**src/rtl/cheri_pkg.sv**
```systemverilog
// Shared types and constants for the temporal-safety revocation bitmap (tsmap) write path.
package cheri_pkg;

  localparam logic [31:0] TSMAP_HEAP_BASE_DEFAULT = 32'h8000_0000;
  localparam int          TSMAP_SIZE_DEFAULT      = 1024;

  // One tsmap bit covers 2^3 bytes; one tsmap word holds 2^5 bits.
  localparam int TSMAP_GRAN_SHIFT = 3;
  localparam int TSMAP_WORD_BITS  = 5;

  typedef struct packed {
    logic [31:0] base;
    logic [31:0] len;
    logic        set;
  } tsmap_req_t;

  typedef enum logic [2:0] {
    ST_IDLE,
    ST_CALC,
    ST_RD,
    ST_WR,
    ST_RESP
  } painter_state_e;

  function automatic logic [31:0] span_mask(input logic [4:0] lo, input logic [4:0] hi);
    logic [31:0] m;
    m = '0;
    for (int i = 0; i < 32; i++) begin
      m[i] = (5'(i) >= lo) && (5'(i) <= hi);
    end
    return m;
  endfunction

endpackage

```
**src/rtl/cheri_tsmap_mask_gen.sv**
```systemverilog
// Builds the bit mask for one tsmap word: first and last words of a range are partial,
// interior words are fully covered.
module cheri_tsmap_mask_gen
  import cheri_pkg::*;
(
  input  logic [26:0] w_i,
  input  logic [31:0] gs_i,
  input  logic [31:0] ge_i,
  output logic [31:0] mask_o
);

  logic [4:0] lo;
  logic [4:0] hi;

  always_comb begin
    lo     = (w_i == gs_i[31:TSMAP_WORD_BITS]) ? gs_i[TSMAP_WORD_BITS-1:0] : 5'd0;
    hi     = (w_i == ge_i[31:TSMAP_WORD_BITS]) ? ge_i[TSMAP_WORD_BITS-1:0] : 5'd31;
    mask_o = span_mask(lo, hi);
  end

endmodule

```
**src/rtl/cheri_tsmap_painter.sv**
```systemverilog
// Set/clear engine for the tsmap: accepts a byte range and read-modify-writes every
// tsmap word the range touches, then pulses a single completion response.
module cheri_tsmap_painter
  import cheri_pkg::*;
#(
  parameter logic [31:0] HeapBase  = TSMAP_HEAP_BASE_DEFAULT,
  parameter int          TSMapSize = TSMAP_SIZE_DEFAULT
) (
  input  logic        clk_i,
  input  logic        rst_i,
  input  logic        req_valid_i,
  output logic        req_ready_o,
  input  logic [31:0] req_base_i,
  input  logic [31:0] req_len_i,
  input  logic        req_set_i,
  output logic        resp_valid_o,
  output logic        resp_err_o,
  output logic        busy_o,
  output logic        tsmap_cs_o,
  output logic        tsmap_we_o,
  output logic [15:0] tsmap_addr_o,
  output logic [31:0] tsmap_wdata_o,
  input  logic [31:0] tsmap_rdata_i
);

  painter_state_e state_q, state_d;

  tsmap_req_t  req_q;
  logic [31:0] gs_q;
  logic [31:0] ge_q;
  logic [26:0] word_q;
  logic        err_q;

  logic        accept;
  logic        lastWord;
  logic        lenZero;
  logic        rangeErr;
  logic [32:0] base33;
  logic [32:0] heap33;
  logic [32:0] sum33;
  logic [31:0] gsCalc;
  logic [32:0] geCalc;
  logic [31:0] wordMask;

  // Range decode uses 33 bits so that an end address past 2^32 is caught, not wrapped.
  always_comb begin
    base33   = {1'b0, req_q.base};
    heap33   = {1'b0, HeapBase};
    sum33    = base33 + {1'b0, req_q.len};
    gsCalc   = 32'((base33 - heap33) >> TSMAP_GRAN_SHIFT);
    geCalc   = (sum33 - 33'd1 - heap33) >> TSMAP_GRAN_SHIFT;
    lenZero  = (req_q.len == 32'd0);
    rangeErr = (req_q.base < HeapBase) || sum33[32] ||
               (geCalc[32:TSMAP_WORD_BITS] >= 28'(TSMapSize));
  end

  assign accept   = (state_q == ST_IDLE) && req_valid_i;
  assign lastWord = (word_q == ge_q[31:TSMAP_WORD_BITS]);

  cheri_tsmap_mask_gen u_mask_gen (
    .w_i    (word_q),
    .gs_i   (gs_q),
    .ge_i   (ge_q),
    .mask_o (wordMask)
  );

  always_ff @(posedge clk_i or posedge rst_i) begin
    if (rst_i) begin
      state_q <= ST_IDLE;
    end else begin
      state_q <= state_d;
    end
  end

  always_comb begin
    state_d = state_q;
    case (state_q)
      ST_IDLE: if (accept) state_d = ST_CALC;
      ST_CALC: state_d = (lenZero || rangeErr) ? ST_RESP : ST_RD;
      ST_RD:   state_d = ST_WR;
      ST_WR:   state_d = lastWord ? ST_RESP : ST_RD;
      ST_RESP: state_d = ST_IDLE;
      default: state_d = ST_IDLE;
    endcase
  end

  always_ff @(posedge clk_i or posedge rst_i) begin
    if (rst_i) begin
      req_q  <= '0;
      gs_q   <= '0;
      ge_q   <= '0;
      word_q <= '0;
      err_q  <= 1'b0;
    end else begin
      if (accept) begin
        req_q <= '{base: req_base_i, len: req_len_i, set: req_set_i};
      end
      if (state_q == ST_CALC) begin
        gs_q   <= gsCalc;
        ge_q   <= geCalc[31:0];
        word_q <= gsCalc[31:TSMAP_WORD_BITS];
        err_q  <= !lenZero && rangeErr;
      end
      if ((state_q == ST_WR) && !lastWord) begin
        word_q <= word_q + 27'd1;
      end
    end
  end

  always_comb begin
    req_ready_o   = 1'b0;
    resp_valid_o  = 1'b0;
    resp_err_o    = 1'b0;
    busy_o        = 1'b1;
    tsmap_cs_o    = 1'b0;
    tsmap_we_o    = 1'b0;
    tsmap_addr_o  = 16'd0;
    tsmap_wdata_o = 32'd0;
    case (state_q)
      ST_IDLE: begin
        req_ready_o = 1'b1;
        busy_o      = 1'b0;
      end
      ST_RD: begin
        tsmap_cs_o   = 1'b1;
        tsmap_addr_o = word_q[15:0];
      end
      ST_WR: begin
        tsmap_cs_o    = 1'b1;
        tsmap_we_o    = 1'b1;
        tsmap_addr_o  = word_q[15:0];
        tsmap_wdata_o = req_q.set ? (tsmap_rdata_i | wordMask)
                                  : (tsmap_rdata_i & ~wordMask);
      end
      ST_RESP: begin
        resp_valid_o = 1'b1;
        resp_err_o   = err_q;
      end
      default: ;
    endcase
  end

endmodule
```
**config.mk**
```make
export PLATFORM = sky130hd
export DESIGN_NAME = cheri_tsmap_painter
export DESIGN_NICKNAME = d
export VERILOG_FILES = /design/src/rtl/cheri_pkg.sv /design/src/rtl/cheri_tsmap_mask_gen.sv /design/src/rtl/cheri_tsmap_painter.sv
export SDC_FILE = /design/constraint.sdc
export NUM_CORES = 1
export LEC_CHECK = 0
export BUFFER_PORTS_ARGS = -buffer_cell sky130_fd_sc_hd__buf_4
export CORE_MARGIN = 2
export CORE_UTILIZATION = 25
export CTS_BUF_LIST = sky130_fd_sc_hd__clkbuf_16
export DETAILED_ROUTE_END_ITERATION = 10
export GPL_TIMING_DRIVEN = 1
export SLEW_MARGIN = 10
export SYNTH_ARGS = -nofsm -noshare
export SYNTH_HDL_FRONTEND = slang
export SYNTH_SLANG_ARGS = --single-unit
```
**constraint.sdc**
```tcl
create_clock -name clk_i -period 5.72 [get_ports clk_i]
set_input_delay 0.572 -clock clk_i [delete_from_list [all_inputs] [get_ports clk_i]]
set_output_delay 0.572 -clock clk_i [all_outputs]
set_load 0.02 [all_outputs]
```
* Word-level counts from Yosys, hierarchy flattened *
Cells that the tools add are included.

word-level totals
  logic and storage cells = 150
  bits of input ports = 100
  output and inout port bits = 54
  register bits after elaboration = 156

operators by class
  $lt $le $gt $ge = 66
  equality and inequality tests = 7
  reductions and logical operators = 44
  bitwise operators = 3
  add/sub/neg operators = 5
  mux-type cells = 17

operator list
  cell                                                                 number
  greater-or-equal comparator 5 bit, first input constant              16
  <= comparator 5 bit, first input constant                            16
  two-way mux 32 bit                                                   2
  == test 27 x 25 -> 1 bit                                             2
  two-way mux 27 bit                                                   2
  greater-or-equal comparator 4 x 5 -> 1 bit, first input constant     8
  <= comparator 4 x 5 -> 1 bit, first input constant                   8
  logical AND 1 bit                                                    35
  adder 32 x 32 -> 33 bit                                              1
  subtractor 32 x 32 -> 33 bit, second input constant                  1
  subtractor 33 x 1 -> 33 bit, second input constant                   1
  subtractor 33 x 32 -> 33 bit, second input constant                  1
  bitwise AND 32 bit                                                   1
  logical NOT 32 bit                                                   1
  < comparator 32 bit, second input constant                           1
  inverter 32 bit                                                      1
  bitwise OR 32 bit                                                    1
  adder 27 x 1 -> 27 bit, second input constant                        1
  greater-or-equal comparator 25 x 11 -> 1 bit, second input constant  1
  greater-or-equal comparator 3 x 5 -> 1 bit, first input constant     4
  <= comparator 3 x 5 -> 1 bit, first input constant                   4
  two-way mux 16 bit                                                   1
  one-hot mux 3 bit (4 select lines)                                   1
  greater-or-equal comparator 1 x 5 -> 1 bit, first input constant     2
  15 further kinds                                                     30

* Depth between registers and ports, before layout *
Gate-level depths: netlist of run 1.

  depth in word-level cells = 8
  gate-level depth with buffers = 15
  depth with buffers taken out = 14

* Modules after synthesis *
A second synthesis of run 1 with hierarchy kept.

unflattened totals
  cell total of the unflattened synthesis = 1,267
  area total of the unflattened synthesis = 11,114.4 um^2

modules (own cells, without submodules)
  module                cells an instance  times used  area each (um^2)  sequential area each (um^2)
  cheri_tsmap_painter   1,065              1           9,781.9           3,878.7
  cheri_tsmap_mask_gen  202                1           1,332.5           0.0

* Worst setup path after synthesis of run 1 *
No wires, ideal clock.

  kind = flip-flop to flip-flop
  from = register req_q[1] in the netlist's numbering
  to = register state_q[2]
  required time = 5,594 ps
  slack = 1,765 ps
  stages on the path, launching flop included = 15
  data arrival time = 3,829 ps
  cell sequence = dfrtp_1 > ha_1 > inv_1 > fa_1 > nand2b_1 > a211oi_2 > o21ai_0 > a2111oi_2 > nand4bb_1 > nor4_4 > nand4b_2 > nor3_1 > xor2_1 > or4_1 > o2bb2ai_1

between the ends
  longest elaborated chain between the ends = 8
  elaborated cells between the ends (all ways) = 10
  classes of those cells = 3 x add/sub; 1 x order compare; 2 x mux; 4 x reduce/logical

ends and longest elaborated chain
  item                                          RTL line                   source
  start, declared                               cheri_tsmap_painter.sv:28  tsmap_req_t req_q;
  start signal, assigned                        cheri_tsmap_painter.sv:96  req_q <= '{base: req_base_i, len: req_len_i, set: req_set_i};
  adder 32 x 32 -> 33 bit                       cheri_tsmap_painter.sv:49  sum33 = base33 + {1'b0, req_q.len};
  subtractor 33 x 1 -> 33 bit                   cheri_tsmap_painter.sv:51  geCalc = (sum33 - 33'd1 - heap33) >> TSMAP_GRAN_SHIFT;
  subtractor 33 x 32 -> 33 bit                  cheri_tsmap_painter.sv:51
  greater-or-equal comparator 25 x 11 -> 1 bit  cheri_tsmap_painter.sv:54  (geCalc[32:TSMAP_WORD_BITS] >= 28'(TSMapSize));
  logical OR 1 bit                              cheri_tsmap_painter.sv:53  rangeErr = (req_q.base < HeapBase) || sum33[32] ||
  logical OR 1 bit (*)                          cheri_tsmap_painter.sv:79  ST_CALC: state_d = (lenZero || rangeErr) ? ST_RESP : ST_RD;
  two-way mux 3 bit (*)                         cheri_tsmap_painter.sv:79
  one-hot mux 3 bit (4 select lines) (*)        cheri_tsmap_painter.sv:77  case (state_q)
  end signal, assigned                          cheri_tsmap_painter.sv:71  state_q <= state_d;
  end, declared                                 cheri_tsmap_painter.sv:26  painter_state_e state_q, state_d;

Mark *: on every way between the ends. The rest lies on a longest branch, timed or not.
A chain may end at the register's enable or synchronous reset.

* Worst setup path after layout of run 1 *
Ends and elaborated chain as after synthesis.

==> impl_metrics.json, run 1 <==
{
  "status": "finished clean",
  "avgSynthCellArea_sq_um": 8.76,
  "antenna_left": 0,
  "required_ns": 6.00,
  "grt_overflow": 0,
  "vias_per_cell": 5.07,
  "core_area_sq_mm": 0.0411,
  "die_w_microns": 209,
  "clock_latency_ns": 0.44,
  "yosys.area.top_type": "dfrtp_1",
  "fin_worst_skew_ns": 0.0128,
  "post-cts-setup-buffer-count": 0,
  "routedWlPerCell_microns": 18.3,
  "grt_pass1_wl_microns": 52200,
  "seq_area_frac_synth_pct": 37.0,
  "whs_ns": 0.322,
  "arrival_ns": 4.88,
  "num_antenna_cells": 0,
  "dpl_cell_area_sq_mm": 0.0120,
  "drive_gt1_share_pct": 21.8,
  "rsz0062_at_grt": "no",
  "cpPeakStageDelay_ns": 0.57,
  "grt_pass1_vias": 8923,
  "synth_seq_cells": 155,
  "start_util_pct": 25.5,
  "dieArea_sq_mm": 0.0435,
  "grt_max_degree": 100,
  "synth_nets": 1329,
  "clock-sinks": 155,
  "synth_warnings": 0,
  "wirelength_microns": 33600,
  "crit_type": "reg2reg",
  "firstDrtPassIters": 5,
  "place.gp.congestion": 0.859,
  "placementRows": 74,
  "crit_path_top_delay_cell": "or4_1",
  "combPwrFrac_pct": 46.4,
  "final_area_sq_mm": 0.0126,
  "clockBufferDepth": 2,
  "hold_violations": 0,
  "start_kind": "flop",
  "syn_inst": 1195,
  "slew_headroom_pct": 22.4,
  "synth_edf_count": 0,
  "antenna_found_initial": 1,
  "synth_top_area_share_pct": 37.0,
  "power_frac_clock_pct": 18.9,
  "p_per_area_mw_per_mm2": 476,
  "setup_tns_ns": 0,
  "cts_buffers": 17,
  "p_sw_share_pct": 45.6,
  "cts_resized": 0,
  "worstMarginPinSlew_ns": 1.16,
  "cts.clk_slew.worst_paths_ns": 0.07,
  "synth.area.top_cells": "dfrtp_1 37%, mux2_2 6.9%, nand2_1 6.5%",
  "drc": 0,
  "synth_area_sq_mm": 0.0105,
  "max_cap_viol_count": 0,
  "seqPwrFrac_pct": 34.7,
  "io-pin-count": 154,
  "final-setup-viol-count": 0,
  "cp-end-kind": "flop",
  "vias": 9322,
  "nNetsFinal": 1427,
  "slew_viol_final": 0,
  "leakage_uw": 0.00550,
  "drtIter0Drc": 847,
  "crit_fanout": 6,
  "finalCritPeriodShare_pct": 80.5,
  "die-height_microns": 209,
  "port_buffers": 153,
  "cp_cell_sequence": "ha_1 > inv_1 > fa_1 > nand2b_1 > a211oi_2 > o21ai_0 > a2111oi_2 > nand4bb_1 > nor4_4 > nand4b_2 > nor3_1 > xor2_1 > or4_1 > o2bb2ai_1",
  "max_freq_ghz": 0.217,
  "postCtsHoldBufs": 0,
  "net-switching-power_uw": 2740,
  "area_growth_pct": 20.6,
  "dp_hpwl_microns": 26100,
  "fin_crit_ns": 4.61,
  "ir_worst_vdd_uv": 252,
  "ctsRootBufferMaster": "clkbuf_16",
  "internal-power_uw": 3270,
  "synth-main-ff-cell": "dfrtp_1",
  "grt.total_usage_pct": 15.4,
  "htreeDepth": 4,
  "async_flop_share_pct": 100,
  "hp-class": "in2async",
  "cts_tree": "built",
  "ys_types": 76
}
[logic make-up (layout without fill, tap and decap cells)]
kind of cell / after synthesis / after routing / synth area share [%]
compound gates: 274 / 274 / 17.0
xor+xnor: 89 / 89 / 7.44
fa+ha+maj: 34 / 34 / 4.13
buf+inv: 100 / 211 / 3.70
flops: 155 / 155 / 37.0
mux: 95 / 95 / 9.85
simple gates: 448 / 448 / 20.8
[final timing paths]
kind	start	endpoint	slack (ns)	cells after the start
max	req_q[1]	state_q[2]	1.11	14
min	rst_i	word_q[26]	0.32	2
max reg2reg	req_q[1]	state_q[2]	1.11	14
min reg2reg	gs_q[26]	gs_q[26]	0.50	2
max in group asynchronous	rst_i	req_q[11]	4.03	3
min in group clk_i	req_base_i[1]	base33[1]	0.35	3
[metrics by stage]
step	utilization [%]	std cells	worst slack [ns]	power, uW
6_report	30.7	1838	1.11	6020
5_1_grt	30.7	1838	0.766	6470
4_1_cts	30.7	1838	1.10	6020
3_5_place_dp	29.3	1806	1.14	4860
3_3_place_gp	29.3	1806	1.22	4810
2_1_floorplan	-	1195	0.970	4030
[layout make-up]
| type | instances | area (sq um) |
|---|---|---|
| Multi-Input combinational cell | 940 | 6220 |
| Fill cell | 4440 | 28500 |
| Sequential cell | 155 | 3880 |
| Inverter | 17 | 68.8 |
| Tap cell | 532 | 666 |
| Clock inverter | 15 | 158 |
| Timing Repair Buffer | 162 | 1220 |
| Clock buffer | 17 | 425 |
[power groups by stage]
| stage | sequential [uW] | clock (uW) | combinational [uW] |
|---|---|---|---|
| floorplan | 1730 | 0 | 2300 |
| global placement | 2090 | 0 | 2720 |
| detailed placement | 2100 | 0 | 2760 |
| CTS | 2080 | 1160 | 2780 |
| global route | 2160 | 1210 | 3100 |
| finish | 2090 | 1140 | 2790 |
[state kept, by name, summed over array words and instances (netlist names)]
register	cells
base33	32
err_q	1
ge_q	30
word_q	27
state_q	3
gs_q	29
req_q	33
[worst max-delay path: cells and delay by family (launching register included)]
family          cells  cell delay (ns)
flops               1             0.37
fa+ha+maj           2             0.60
compound gates      4             1.33
simple gates        6             1.95
buf+inv             1             0.06
xor+xnor            1             0.13
[placed cells by master (no fill, tap or decap), types with 25 or more instances in the layout]
| master | Yosys | routed |
|---|---|---|
| nand2_1 | 182 | 182 |
| and2_1 | 26 | 25 |
| mux2_2 | 64 | 64 |
| ha_1 | 33 | 33 |
| nand3_1 | 28 | 28 |
| xor2_1 | 41 | 41 |
| buf_4 | 0 | 162 |
| nor2_1 | 78 | 78 |
| dfrtp_1 | 155 | 155 |
| mux2i_1 | 31 | 31 |
| xnor2_1 | 48 | 48 |
| o21ai_0 | 84 | 84 |
| a21oi_1 | 57 | 57 |
[cells in the mapped netlist, types with 8 or more instances]
| cell | n |
|---|---|
| nor2_1 | 78 |
| xnor2_1 | 48 |
| mux2_2 | 64 |
| nand4_1 | 19 |
| nor4_1 | 19 |
| clkbuf_1 | 70 |
| ha_1 | 33 |
| buf_1 | 8 |
| a31oi_1 | 17 |
| and3_1 | 17 |
| nand2_1 | 182 |
| or3_1 | 12 |
| o21ai_0 | 84 |
| o311ai_0 | 13 |
| a21oi_1 | 57 |
| mux2i_1 | 31 |
| xor2_1 | 41 |
| a21o_1 | 9 |
| nor3_1 | 20 |
| o211ai_1 | 19 |
| nand3_1 | 28 |
| inv_1 | 17 |
| dfrtp_1 | 155 |
| and2_1 | 26 |
[routing by layer]
| metal | vias up | global-route usage (%) | wire length [microns] |
|---|---|---|---|
| li1 | 4481 | - | - |
| met1 | 4541 | 21.5 | 15700 |
| met2 | 259 | 24.0 | 15300 |
| met3 | 39 | 3.46 | 1960 |
| met4 | 2 | 3.94 | 597 |
| met5 | - | 0 | 13 |
No activity file was read; power rests on OpenSTA's default activity.
==> run 2, diff against run 1 <==
--- a/config.mk
+++ b/config.mk
@@ -5,6 +5,7 @@
 export SDC_FILE = /design/constraint.sdc
 export NUM_CORES = 1
 export LEC_CHECK = 0
+export ABC_AREA = 1
 export BUFFER_PORTS_ARGS = -buffer_cell sky130_fd_sc_hd__buf_4
 export CORE_MARGIN = 2
 export CORE_UTILIZATION = 25
==> constraint.sdc (replaced) <==
create_clock -name clk_i -period 4.51 [get_ports clk_i]
set_input_delay 0.451 -clock clk_i [delete_from_list [all_inputs] [get_ports clk_i]]
set_output_delay 0.451 -clock clk_i [all_outputs]
set_load 0.02 [all_outputs]
==> impl_metrics.json, run 2 <==
{
  "io-pin-count": 154,
  "multi_input_area_sq_mm": 0.00683,
  "largest_reg_flops": 33,
  "most-common-layout-cells": "557 x nand2_1, 260 x inv_1, 180 x nor2_1, 158 x buf_4, 155 x dfrtp_1",
  "wirelength_microns": 40500,
  "synth_area_sq_mm": 0.0118,
  "nNetsFinal": 2055,
  "rsz0062_at_grt": "no",
  "cts_buffers": 17,
  "finalCritPeriodShare_pct": 87.0,
  "core_area_sq_mm": 0.0467,
  "syn_inst": 1782,
  "synth_warnings": 0,
  "worstMarginPinSlew_ns": 1.04,
  "crit_path_top_delay_cell": "dfrtp_1",
  "max_freq_ghz": 0.255,
  "grt.total_usage_pct": 16.4,
  "avgSynthCellArea_sq_um": 6.65,
  "seq_area_frac_synth_pct": 32.8,
  "ys_types": 50,
  "start_kind": "flop",
  "fin_crit_ns": 3.92,
  "grt_pass1_wl_microns": 63400,
  "max_cap_viol_count": 0,
  "synth_edf_count": 0,
  "cts_tree": "built",
  "ctsRootBufferMaster": "clkbuf_16",
  "final-setup-viol-count": 0,
  "hp-class": "in2async",
  "fillers": 5127,
  "path_delay_family": "simple AND/OR/NAND/NOR gates",
  "area_growth_pct": 20.4,
  "required_ns": 4.06,
  "clock_latency_ns": 0.45,
  "async_flop_share_pct": 100,
  "status": "complete, but fails checks",
  "regArea_sq_mm": 0.00388,
  "postCtsHoldBufs": 0,
  "die_w_microns": 222,
  "ir_worst_vdd_uv": 333,
  "cts.clk_slew.worst_paths_ns": 0.07,
  "firstDrtPassIters": 10,
  "drive_gt1_share_pct": 15.8,
  "slew_viol_final": 0,
  "synth_top_area_share_pct": 32.8,
  "antenna_left": 0,
  "synth_nets": 1916,
  "grt_max_degree": 156,
  "clockBufferDepth": 2,
  "cp_common_cell": "nand2_1",
  "arrival_ns": 3.47,
  "crit_type": "reg2out",
  "synth.area.top_cells": "dfrtp_1 33%, nand2_1 18%, inv_1 8.3%",
  "slew_headroom_pct": 30.8,
  "dpl_cell_area_sq_mm": 0.0137,
  "drtIter0Drc": 928,
  "whs_ns": 0.212,
  "htreeDepth": 4,
  "violations": "design-rule violations",
  "fin_worst_skew_ns": 0.0138,
  "synthTopCellsByCount": "558 x nand2_1, 261 x inv_1, 180 x nor2_1",
  "p_per_area_mw_per_mm2": 576,
  "num_antenna_cells": 0,
  "yosys.area.top_type": "dfrtp_1",
  "layout_commonest_cell": "nand2_1",
  "dp_hpwl_microns": 32500,
  "start_util_pct": 25.4,
  "post-cts-setup-buffer-count": 0,
  "vias": 12100,
  "grt_pass1_vias": 11500,
  "placementRows": 79,
  "synth-main-ff-cell": "dfrtp_1",
  "synth_seq_cells": 155,
  "cts_resized": 0,
  "final_area_sq_mm": 0.0143,
  "crit_fanout": 6,
  "leakage_uw": 0.00727,
  "yosysMostFrequentCell": "nand2_1",
  "place.gp.congestion": 0.947,
  "cp_cell_sequence": "inv_1 > nand2_1 > nand2_1 > nor4_1 > nand4_1 > nor4_1 > nand2_1 > nor2_1 > inv_1 > nand2_1 > o21ai_0 > nand3_1 > nor2_1 > nor2_1 > buf_4",
  "regMostFlops": "req_q",
  "worst-path-buf-inv": 3,
  "routedWlPerCell_microns": 16.0,
  "grt_overflow": 0,
  "cp-end-kind": "output pin",
  "die-height_microns": 222,
  "drc": 9,
  "hold_violations": 0,
  "port_buffers": 153,
  "dieArea_sq_mm": 0.0491,
  "cpPeakStageDelay_ns": 0.41,
  "setup_tns_ns": 0,
  "vias_per_cell": 4.77,
  "clock-sinks": 155,
  "antenna_found_initial": 0
}
==> run 2: cell types whose count changed in the layout (fill, tap and decap cells not counted), sizes merged, moves of 29 or more <==
cell,before,now
nand3,28,126
nor2,79,205
nand2,182,577
inv,24,268
xnor2,48,16
mux2i,31,2
==> run 2: layer usage <==
layer / up-vias / track usage (%) / wire, microns
met5: - / 0 / 0
met4: 0 / 4.45 / 687
met3: 45 / 2.73 / 2270
met2: 386 / 25.8 / 18300
met1: 5684 / 23.1 / 19300
li1: 5997 / - / -
==> run 2: power by group <==
part / internal, uW / switching, uW / leakage [uW]
Clock: 822 / 651 / 0.000275
Sequential: 1880 / 582 / 0.00187
Combinational: 1470 / 2820 / 0.00513
Total: 4160 / 4050 / 0.00727
==> run 2: area by class of cell <==
cell class                      count  area share, %
Tap cell                          607           5.33
Sequential cell                   155           27.2
Inverter                          266           7.03
Multi-Input combinational cell   1322           47.9
Clock buffer                       17           2.98
Clock inverter                     14           1.11
Timing Repair Buffer              159           8.46
==> run 2: worst min-delay path, delay by kind of cell <==
family / cells / cell delay, ns
buffers and inverters: 3 / 0.73
==> run 2: worst paths after layout <==
kind | from | end | slack [ns] | depth (start not counted)
worst max-delay path | word_q[20] | tsmap_wdata_o[16] | 0.59 | 15
worst max register to register | req_q[1] | state_q[2] | 0.66 | 23
max in group asynchronous | rst_i | ge_q[26] | 3.62 | 3
worst min-delay path | rst_i | req_q[14] | 0.21 | 3
min in group clk_i | req_len_i[27] | req_q[28] | 0.23 | 2
worst min register to register | gs_q[15] | gs_q[15] | 0.50 | 2
==> run 2: through the flow <==
step / utilization [%] / cells / total power [uW] / setup slack, ns
after floorplan: - / 1782 / 5460 / 1.60
after CTS: 30.6 / 2540 / 8210 / 0.586
after global placement: 29.3 / 2509 / 6630 / 0.746
final: 30.6 / 2540 / 8220 / 0.588
after detailed placement: 29.3 / 2509 / 6710 / 0.671
after global routing: 30.6 / 2540 / 8970 / 0.238
==> run 2: cell families (layout without fill, tap and decap cells) <==
logic type,after synthesis,count (layout),share of synthesized area (%)
simple gates,969,969,34.8
mux,59,59,5.59
xor+xnor,32,32,2.37
fa+ha+maj,34,34,3.66
flops,155,155,32.8
compound gates,228,228,11.0
buf+inv,305,456,9.75
==> run 3, diff against run 2 <==
--- a/config.mk
+++ b/config.mk
@@ -7,7 +7,6 @@
 export LEC_CHECK = 0
 export ABC_AREA = 1
 export BUFFER_PORTS_ARGS = -buffer_cell sky130_fd_sc_hd__buf_4
-export CORE_MARGIN = 2
 export CORE_UTILIZATION = 25
 export CTS_BUF_LIST = sky130_fd_sc_hd__clkbuf_16
 export DETAILED_ROUTE_END_ITERATION = 10
==> impl_metrics.json, run 3 (synthesized netlist as in run 2, its figures left out) <==
{
  "nNetsFinal": 2056,
  "crit_fanout": 10,
  "slew_viol_final": 0,
  "final-setup-viol-count": 0,
  "num_antenna_cells": 0,
  "multi_input_area_sq_mm": 0.00683,
  "rsz0062_at_grt": "no",
  "setup_tns_ns": 0,
  "placed_cells": 2510,
  "r2r_end": "state_q[2]",
  "clock_latency_ns": 0.45,
  "dpl_cell_area_sq_mm": 0.0137,
  "start_util_pct": 25.4,
  "drc": 20,
  "clockBufferDepth": 2,
  "crit_start": "word_q[9]",
  "cp-end-kind": "output pin",
  "ctsRootBufferMaster": "clkbuf_16",
  "htreeDepth": 4,
  "postCtsHoldBufs": 0,
  "post-cts-setup-buffer-count": 0,
  "status": "complete, but fails checks",
  "fin_crit_ns": 4.01,
  "worstMarginPinSlew_ns": 1.04,
  "antenna_left": 0,
  "max_cap_viol_count": 0,
  "cp_cell_sequence": "inv_1 > o21ai_0 > nor2_1 > nand3_1 > nor4_1 > nand2_1 > nor2_4 > inv_1 > nor2_4 > inv_1 > o211ai_1 > o21ai_0 > a21oi_1 > buf_4",
  "finalNonFillerCells": 2542,
  "core_area_sq_mm": 0.0467,
  "io-pin-count": 154,
  "grt_pass1_wl_microns": 63200,
  "leakage_uw": 0.00729,
  "grt.total_usage_pct": 16.9,
  "wirelength_microns": 40100,
  "antenna_found_initial": 0,
  "violations": "design-rule violations",
  "reg2reg_from": "req_q[1]",
  "max_freq_ghz": 0.250,
  "finalCritPeriodShare_pct": 88.8,
  "layout_commonest_cell": "nand2_1",
  "regArea_sq_mm": 0.00388,
  "vias": 12000,
  "arrival_ns": 3.56,
  "r2r_cells": 23,
  "power.total_uw": 8190,
  "drive_gt1_share_pct": 15.9,
  "r2r_slack_ns": 0.75,
  "fillers": 5080,
  "port_buffers": 153,
  "vias_per_cell": 4.70,
  "ir_worst_vdd_uv": 335,
  "hp-class": "in2async",
  "grt_max_degree": 156,
  "die_w_microns": 220,
  "dieArea_sq_mm": 0.0482,
  "placementRows": 79,
  "p_per_area_mw_per_mm2": 574,
  "routedWlPerCell_microns": 15.8,
  "dp_hpwl_microns": 32300,
  "area_growth_pct": 20.5,
  "hold_violations": 0,
  "most-common-layout-cells": "557 x nand2_1, 261 x inv_1, 180 x nor2_1, 159 x buf_4, 155 x dfrtp_1",
  "die-height_microns": 220,
  "drtIter0Drc": 934,
  "regMostFlops": "req_q",
  "final_util_pct": 30.6,
  "fin_worst_skew_ns": 0.0143,
  "cts_buffers": 17,
  "required_ns": 4.06,
  "place.gp.congestion": 0.936,
  "crit_type": "reg2out",
  "crit_path_top_delay_cell": "dfrtp_1",
  "largest_reg_flops": 33,
  "slew_headroom_pct": 30.7,
  "start_kind": "flop",
  "cpPeakStageDelay_ns": 0.41,
  "cts_tree": "built",
  "clock-sinks": 155,
  "firstDrtPassIters": 8,
  "cts_resized": 0,
  "cts.clk_slew.worst_paths_ns": 0.07,
  "grt_overflow": 0,
  "final_area_sq_mm": 0.0143,
  "grt_pass1_vias": 11500,
  "cp_common_cell": "inv_1"
}
## run 3: changes by cell type in the layout (fill, tap and decap cells not counted), sizes merged
cell	previous run	this run
clkinv	5	7
buf	159	160
clkinvlp	5	2
inv	268	270
## run 3: where the power goes
part / total, uW / internal (uW) / switching, uW
combinational: 4260 / 1460 / 2790
clock: 1470 / 826 / 648
sequential: 2460 / 1880 / 587
total: 8190 / 4170 / 4030
## run 3: final cells by class
type                            count  area share, %
Clock inverter                     15           1.13
Sequential cell                   155           27.2
Clock buffer                       17           2.98
Timing Repair Buffer              160           8.51
Tap cell                          607           5.32
Multi-Input combinational cell   1322           47.8
Inverter                          266           7.02
## run 3: routing by layer
| layer | GRT usage [%] | wire length [microns] | share of wire (%) | up-vias |
|---|---|---|---|---|
| li1 | - | - | - | 5993 |
| met1 | 23.7 | 19300 | 48 | 5613 |
| met2 | 26.8 | 18000 | 45 | 319 |
| met3 | 2.61 | 2130 | 5.3 | 33 |
| met4 | 4.85 | 657 | 1.6 | 0 |
| met5 | 0 | 0 | 0 | - |
## run 3: worst max-delay path, delay by kind of cell (launching register included)
kind / cells / cell delay [ns]
simple gates: 6 / 1.33
compound gates: 4 / 0.67
flops: 1 / 0.41
buf+inv: 4 / 0.68
## run 3: worst max path at each step
stage	to	depth (start not counted)	slack [ns]
global placement	err_q	23	0.77
floorplan	state_q[2]	23	1.60
detailed placement	err_q	23	0.71
global route	tsmap_wdata_o[7]	14	0.19
CTS	tsmap_wdata_o[7]	14	0.52
finish	tsmap_wdata_o[7]	14	0.50
## run 3: per-stage QoR
stage | setup slack, ns | hold slack (ns)
final | 0.504 | 0.222
after global routing | 0.193 | 0.216
after detailed placement | 0.709 | 0.483
after floorplan | 1.60 | 0.450
after global placement | 0.765 | 0.473
after CTS | 0.518 | 0.202
